===== src/rtl/mem_arbiter.sv =====
// Two-port round-robin arbiter/sequencer for the single-port register-input memory.
// Optional MEM_ARB_BOUND_CHECK_EN turns addresses >= SIZE into error responses with no memory command.
module mem_arbiter #(
    parameter int unsigned WIDTH = 32,
    parameter int unsigned SIZE  = 128
) (
    input  logic             clk,
    input  logic             rst_n,
    input  logic             p0_req_valid,
    output logic             p0_req_ready,
    input  logic             p0_req_we,
    input  logic [31:0]      p0_req_addr,
    input  logic [WIDTH-1:0] p0_req_wdata,
    output logic             p0_rsp_valid,
    output logic [WIDTH-1:0] p0_rsp_rdata,
    output logic             p0_rsp_err,
    input  logic             p1_req_valid,
    output logic             p1_req_ready,
    input  logic             p1_req_we,
    input  logic [31:0]      p1_req_addr,
    input  logic [WIDTH-1:0] p1_req_wdata,
    output logic             p1_rsp_valid,
    output logic [WIDTH-1:0] p1_rsp_rdata,
    output logic             p1_rsp_err,
    output logic             mem_w_enable,
    output logic             mem_r_enable,
    output logic [31:0]      mem_addr_select,
    output logic [WIDTH-1:0] mem_data_in,
    input  logic [WIDTH-1:0] mem_data_out
);

    typedef enum logic [1:0] {
        S_IDLE = 2'd0,
        S_CMD  = 2'd1,
        S_RESP = 2'd2
    } state_t;

    if (SIZE == 0) begin : g_bad_size
        $error("mem_arbiter: SIZE must be nonzero");
    end

    state_t             state_q, state_d;
    logic               ptr_q, ptr_d;
    logic               cmd_port_q;
    logic               cmd_we_q;
    logic               cmd_err_q;
    logic [31:0]        cmd_addr_q;
    logic [WIDTH-1:0]   cmd_wdata_q;

    logic               grant;
    logic               grant_port;
    logic               grant_we;
    logic               grant_err;
    logic [31:0]        grant_addr;
    logic [WIDTH-1:0]   grant_wdata;
    logic [WIDTH-1:0]   rsp_rdata;

    // Request mux for whichever port the arbiter selects
    always_comb begin
        grant_we    = grant_port ? p1_req_we    : p0_req_we;
        grant_addr  = grant_port ? p1_req_addr  : p0_req_addr;
        grant_wdata = grant_port ? p1_req_wdata : p0_req_wdata;
`ifdef MEM_ARB_BOUND_CHECK_EN
        grant_err   = (grant_addr >= 32'(SIZE));
`else
        grant_err   = 1'b0;
`endif
    end

    always_ff @(posedge clk or negedge rst_n) begin
        if (!rst_n) begin
            state_q <= S_IDLE;
            ptr_q   <= 1'b0;
        end else begin
            state_q <= state_d;
            ptr_q   <= ptr_d;
        end
    end

    // Command register, loaded only on a grant so addr/data hold between commands
    always_ff @(posedge clk or negedge rst_n) begin
        if (!rst_n) begin
            cmd_port_q  <= 1'b0;
            cmd_we_q    <= 1'b0;
            cmd_err_q   <= 1'b0;
            cmd_addr_q  <= '0;
            cmd_wdata_q <= '0;
        end else if (grant) begin
            cmd_port_q  <= grant_port;
            cmd_we_q    <= grant_we;
            cmd_err_q   <= grant_err;
            cmd_addr_q  <= grant_addr;
            cmd_wdata_q <= grant_wdata;
        end
    end

    always_comb begin
        state_d         = state_q;
        ptr_d           = ptr_q;
        grant           = 1'b0;
        grant_port      = 1'b0;
        rsp_rdata       = '0;
        p0_req_ready    = 1'b0;
        p1_req_ready    = 1'b0;
        p0_rsp_valid    = 1'b0;
        p0_rsp_rdata    = '0;
        p0_rsp_err      = 1'b0;
        p1_rsp_valid    = 1'b0;
        p1_rsp_rdata    = '0;
        p1_rsp_err      = 1'b0;
        mem_w_enable    = 1'b0;
        mem_r_enable    = 1'b0;
        mem_addr_select = cmd_addr_q;
        mem_data_in     = cmd_wdata_q;

        case (state_q)
            S_IDLE: begin
                if (p0_req_valid || p1_req_valid) begin
                    // Pointer breaks ties only; a lone requester always wins
                    grant        = 1'b1;
                    grant_port   = p1_req_valid && (!p0_req_valid || ptr_q);
                    p0_req_ready = !grant_port;
                    p1_req_ready = grant_port;
                    ptr_d        = !grant_port;
                    state_d      = S_CMD;
                end
            end
            S_CMD: begin
                mem_w_enable = cmd_we_q && !cmd_err_q;
                mem_r_enable = !cmd_we_q && !cmd_err_q;
                state_d      = S_RESP;
            end
            S_RESP: begin
                rsp_rdata = (cmd_we_q || cmd_err_q) ? '0 : mem_data_out;
                if (cmd_port_q) begin
                    p1_rsp_valid = 1'b1;
                    p1_rsp_rdata = rsp_rdata;
                    p1_rsp_err   = cmd_err_q;
                end else begin
                    p0_rsp_valid = 1'b1;
                    p0_rsp_rdata = rsp_rdata;
                    p0_rsp_err   = cmd_err_q;
                end
                state_d = S_IDLE;
            end
            default: state_d = S_IDLE;
        endcase
    end

endmodule


===== config.mk =====
export PLATFORM = sky130hd
export DESIGN_NAME = mem_arbiter
export DESIGN_NICKNAME = d
export VERILOG_FILES = /design/src/rtl/mem_arbiter.sv
export SDC_FILE = /design/constraint.sdc
export NUM_CORES = 1
export LEC_CHECK = 0
export CAP_MARGIN = 20
export CORE_AREA = 2 2 118 120
export DETAILED_ROUTE_END_ITERATION = 6
export DIE_AREA = 0 0 120 122
export PLACE_DENSITY = 0.78
export REMOVE_ABC_BUFFERS = 1
export SYNTH_ARGS = -nofsm -noshare
export SYNTH_HDL_FRONTEND = slang
export SYNTH_SLANG_ARGS = --single-unit
export TNS_END_PERCENT = 1

===== constraint.sdc =====
create_clock -name clk -period 1.95 [get_ports clk]
set_input_delay 0.39 -clock clk [delete_from_list [all_inputs] [get_ports clk]]
set_output_delay 0.39 -clock clk [all_outputs]
set_load 0.01 [all_outputs]

; ---- Yosys cells after proc, flatten, opt, wreduce, memory -nomap -nowiden
; Index checks and enable logic that the tools add are counted.
[op_classes]
addsub = 0
multipliers = 0
div = 0
n_lt_le_gt_ge = 0
n_eq_ne = 3
shifts = 0
mux = 22
bitwise = 0
reduce_logical = 8
[op_table]
columns = cell, n
row1 = $mux W32, 7
row2 = $mux W1, 13
row3 = $pmux W2 S2, 1
row4 = $logic_not A1 Y1, 3
row5 = $eq A2 B1 Y1 const B, 1
row6 = $eq A2 B2 Y1 const B, 1
row7 = $logic_not A2 Y1, 1
row8 = $logic_or A1 B1 Y1, 2
row9 = $mux W2, 1
row10 = $ne A2 B2 Y1 const B, 1
row11 = $reduce_and A2 Y1, 1
row12 = $logic_and A1 B1 Y1, 1
[totals]
ff_bits = 69
latch_bits = 0
ram_bits = 0
mem_bits_ro = 0
inputBits = 166
out_inout_bits = 136
word_cells = 39
mem_count = 0

; ---- Logic depth before layout (Yosys ltp)
[logic_depth]
depth_word = 6
depth_mapped = 6
mapped_depth_nobuf = 4

; ---- Least setup slack after synthesis
; OpenSTA, ideal clock, no wires.
[synth_path]
path_kind = register -> output
start = register state_q[0]
end = output p0_rsp_rdata[0]
arrival_ns = 1.262
required_time_ns = 1.560
setup_slack_ns = 0.298
stages_incl_launch_ff = 5
path_buffers = 2
path_cell_list = dfrtp_1 -> or3b_1 -> clkbuf_1 -> buf_2 -> nor2_1
[synth_between]
elab_chain_len = 2
[synth_lines]
columns = element, line
row1 = "start, declared", 42  ; state_t state_q, state_d;
row2 = "start signal, assigned", 75  ; state_q <= state_d;
row3 = $eq A2 B2 Y1, 116  ; case (state_q)
row4 = $mux W32, 116
row5 = "end, declared", 15  ; output logic [WIDTH-1:0] p0_rsp_rdata,
; No other way between the ends.

; ---- Final worst setup path
[layout_path]
start = register state_q[0]
end = output p1_rsp_rdata[14]
[layout_between]
elab_chain_len = 2
[layout_lines]
columns = element, line
row1 = $eq A2 B2 Y1, 116
row2 = $mux W32, 116
row3 = "end, declared", 23  ; output logic [WIDTH-1:0] p1_rsp_rdata,
; No other way between the ends.

==> reports/metrics.cfg <==
[clock_tree]
cts_tree=done
clock-sinks=69
cts-hold-fix-buffers=0
clk_pin_slew_ns=0.06
cts_buffer_depth=2
htree_num_levels=3
cts-buffers-inserted=9
clockRootBuffer=clkbuf_16
clk_latency_ns=0.33

[timing]
drv_slew=0
period_minus_slack_ns=1.992
rsz0062_at_grt=yes
fin_crit_sh_pct=102.2
slew_headroom_pct=50.42
setup_ws_ns=-0.04218
clock_skew_ns=0.006782
hold_viol_final=0
max_freq_mhz=502.0
finalSetupViolations=17
worstMarginPinSlew_ns=0.7438

[final_layout]
area_delta_synth_final_pct=75.49
regArea_sq_um=1727
fillCellCount=1215
final_cells=902
layout-drive-gt1-share_pct=19.56
utilization_pct=56.11
final_nets=882
multiInputGateArea_sq_um=2347

[route]
dr.pass1.iters=5
first_iter_violations=287
wire_per_inst_microns=18.76
num_vias=4854
ant_nets=0
wirelength_mm=16.92
routed_via_density=5.381
drc_errors=0

[power_and_ir_drop]
internal_power_mw=6.483
max-vdd-ir-drop_uv=755.6
p_leak_nw=3.203
power.share.sequential_pct=25.4
clock_power_share_pct=16.4
p_per_area_nw_per_um2=1381
combPwrFrac_pct=58.1
switching_power_mw=3.982
p_sw_share_pct=38.05

[critical_path]
critical_path_peak_fanout=33
worst-setup-path-type=register to output pin
start_kind=register
crit_path_cell_trace=buf_4 > nand3b_1 > buf_12 > nor2_2 > clkdlybuf4s15_2
crit_start=state_q[0]$_DFFE_PN0P_
cpPeakStageDelay_ns=0.37
critPathCapture=p1_rsp_rdata[14]
cp_slowest_cell=dfrtp_1
r2r_slack_ns=0.16
rr_endpoint=mem_addr_select[5]$_DFFE_PN0P_
r2r_cells=5
arrival_ns=1.60
required_ns=1.56
worst_setup_path_end_kind=output pin
r2r_start=state_q[1]$_DFFE_PN0P_

[die]
die_area_sq_um=14640
core_sq_um=13500
initial_utilization_pct=31.97
die_y_microns=122
die_x_microns=120
rows=43
pin_count=302

[global_route]
overflow=0
grt_pass1_vias=4929
grt_pass1_wl_mm=25.79
grt_antenna_before_repair=1
grt_start_max_net_pins=69
grt_usage_pct=22.16

[logic_synthesis]
ys_top_cells_by_area=dfrtp_1 40%, a221o_1 15%, and4_1 13%
syn_avg_cell_area_sq_um=9.769
syn_area_sq_um=4318
ys.warnings.count=0
synth_seq_cells=69
ys_seq_area_share_pct=39.99
synthDistinctLibCells=22
synth_cells=442
yosys.area.top_type_share_pct=39.99
synth_top_area_cell=dfrtp_1

[outcome]
violations=setup timing
status=finished with violations

[place]
routabilityCongestion=0.9149
hpwl_mm=11.94
numPortBuffers=299
dp.cells=884

[min_path]
hold_class=input pin to async pin

[flow_run]
max-cap-violations=0

## per-stage QoR
step	setup TNS, ns	setup WS [ns]	power (mW)	hold WS [ns]	cell area (sq um)
6_report	-0.2777	-0.04218	10.46	0.002184	7577
5_1_grt	-1.969	-0.09420	11.11	0.03234	7575
4_1_cts	-1.169	-0.1620	10.50	0.01828	7556
3_5_place_dp	-16.77	-0.3715	8.791	0.3734	7495
3_3_place_gp	-13.08	-0.3590	8.637	0.3652	7495
2_1_floorplan	-93.11	-1.373	5.417	0.09441	4001
## power groups by stage
stage	Combinational (mW)	Clock, mW	Sequential (mW)
2_1_floorplan	2.46	0	2.95
3_3_place_gp	6.00	0	2.63
3_5_place_dp	6.14	0	2.65
4_1_cts	6.07	1.77	2.66
5_1_grt	6.51	1.84	2.75
6_report	6.08	1.72	2.66
## cells in the mapped netlist (all sizes together)
master / count
nand2b: 33
o21ai: 3
nand3: 1
nor2: 67
conb: 1
and4: 65
a221o: 65
a21o: 1
inv: 4
or2: 1
dfrtp: 69
or3b: 1
nor2b: 2
nor3b: 65
and2: 2
clkbuf: 36
buf: 25
nand3b: 1
## registers in the layout, summed over array words and instances (netlist names)
signal           flops
mem_addr_select     32
mem_data_in         32
state_q              2
cmd_port_q           1
cmd_we_q             1
ptr_q                1
## worst min path at each step
| stage | start | to | slack (ns) | depth (start not counted) |
|---|---|---|---|---|
| final | rst_n | mem_addr_select[16]$_DFFE_PN0P_ | 0.002 | 1 |
| after detailed placement | rst_n | mem_data_in[1]$_DFFE_PN0P_ | 0.37 | 1 |
| after global routing | rst_n | mem_addr_select[16]$_DFFE_PN0P_ | 0.03 | 1 |
| after global placement | rst_n | mem_addr_select[4]$_DFFE_PN0P_ | 0.37 | 1 |
| after CTS | rst_n | mem_data_in[1]$_DFFE_PN0P_ | 0.02 | 1 |
| after floorplan | rst_n | cmd_port_q$_DFFE_PN0P_ | 0.09 | 0 |
## critical path: cells and delay by family (launching register included)
family                 cells  cell delay [ns]
DFF                        1             0.37
and+or+nand+nor            2             0.32
buffers and inverters      3             0.58
## cell type report
| class | count | area share [%] |
|---|---|---|
| clock buffer | 9 | 2.972 |
| inverter | 4 | 0.1982 |
| sequential | 69 | 22.79 |
| timing repair buffer | 323 | 38.89 |
| clock inverter | 7 | 1.172 |
| antenna | 1 | 0.03303 |
| multi-input combinational | 309 | 30.98 |
| tap | 180 | 2.972 |
## cells by family (layout without fill, tap and decap cells)
family	Yosys count	in the layout	synth area share [%]
buffers and inverters	65	343	7.766
AND/OR/NAND/NOR	238	238	36.48
other	1	3	0.08685
AO/OA/AOI/OAI	69	69	15.68
flip-flops	69	69	39.99
## repair_timing
action,4_1_cts,5_1_grt
setup buffers,0,0
cloned,1,0
setup endpoints to repair,70,46
resized for setup,273,25
pin swaps,12,2
## placed cells by master, fill, tap and decap left out, types with 2 or more instances in the layout
master	Yosys	final
buf_12	0	7
dfrtp_1	69	69
buf_2	13	66
buf_4	4	17
clkinv_2	0	4
nand2b_1	33	32
inv_1	4	3
clkdlybuf4s50_1	0	227
and2_1	2	2
clkbuf_16	0	9
a221o_1	65	65
nor3b_1	65	65
nor2_1	66	43
nor2_2	0	22
clkdlybuf4s15_2	0	2
conb_1	1	2
nor2_4	1	2
and4_1	65	65
o21ai_0	2	2
bufinv_16	0	2
## routing by layer
metal	up-vias	GRT usage (%)	share of wire [%]
met5	-	0	0
met3	17	5.993	8.0
met2	241	39.28	51
met1	2370	26.35	40
met4	0	6.250	1.4
li1	2226	-	-
(Power assumes the default switching activity.)
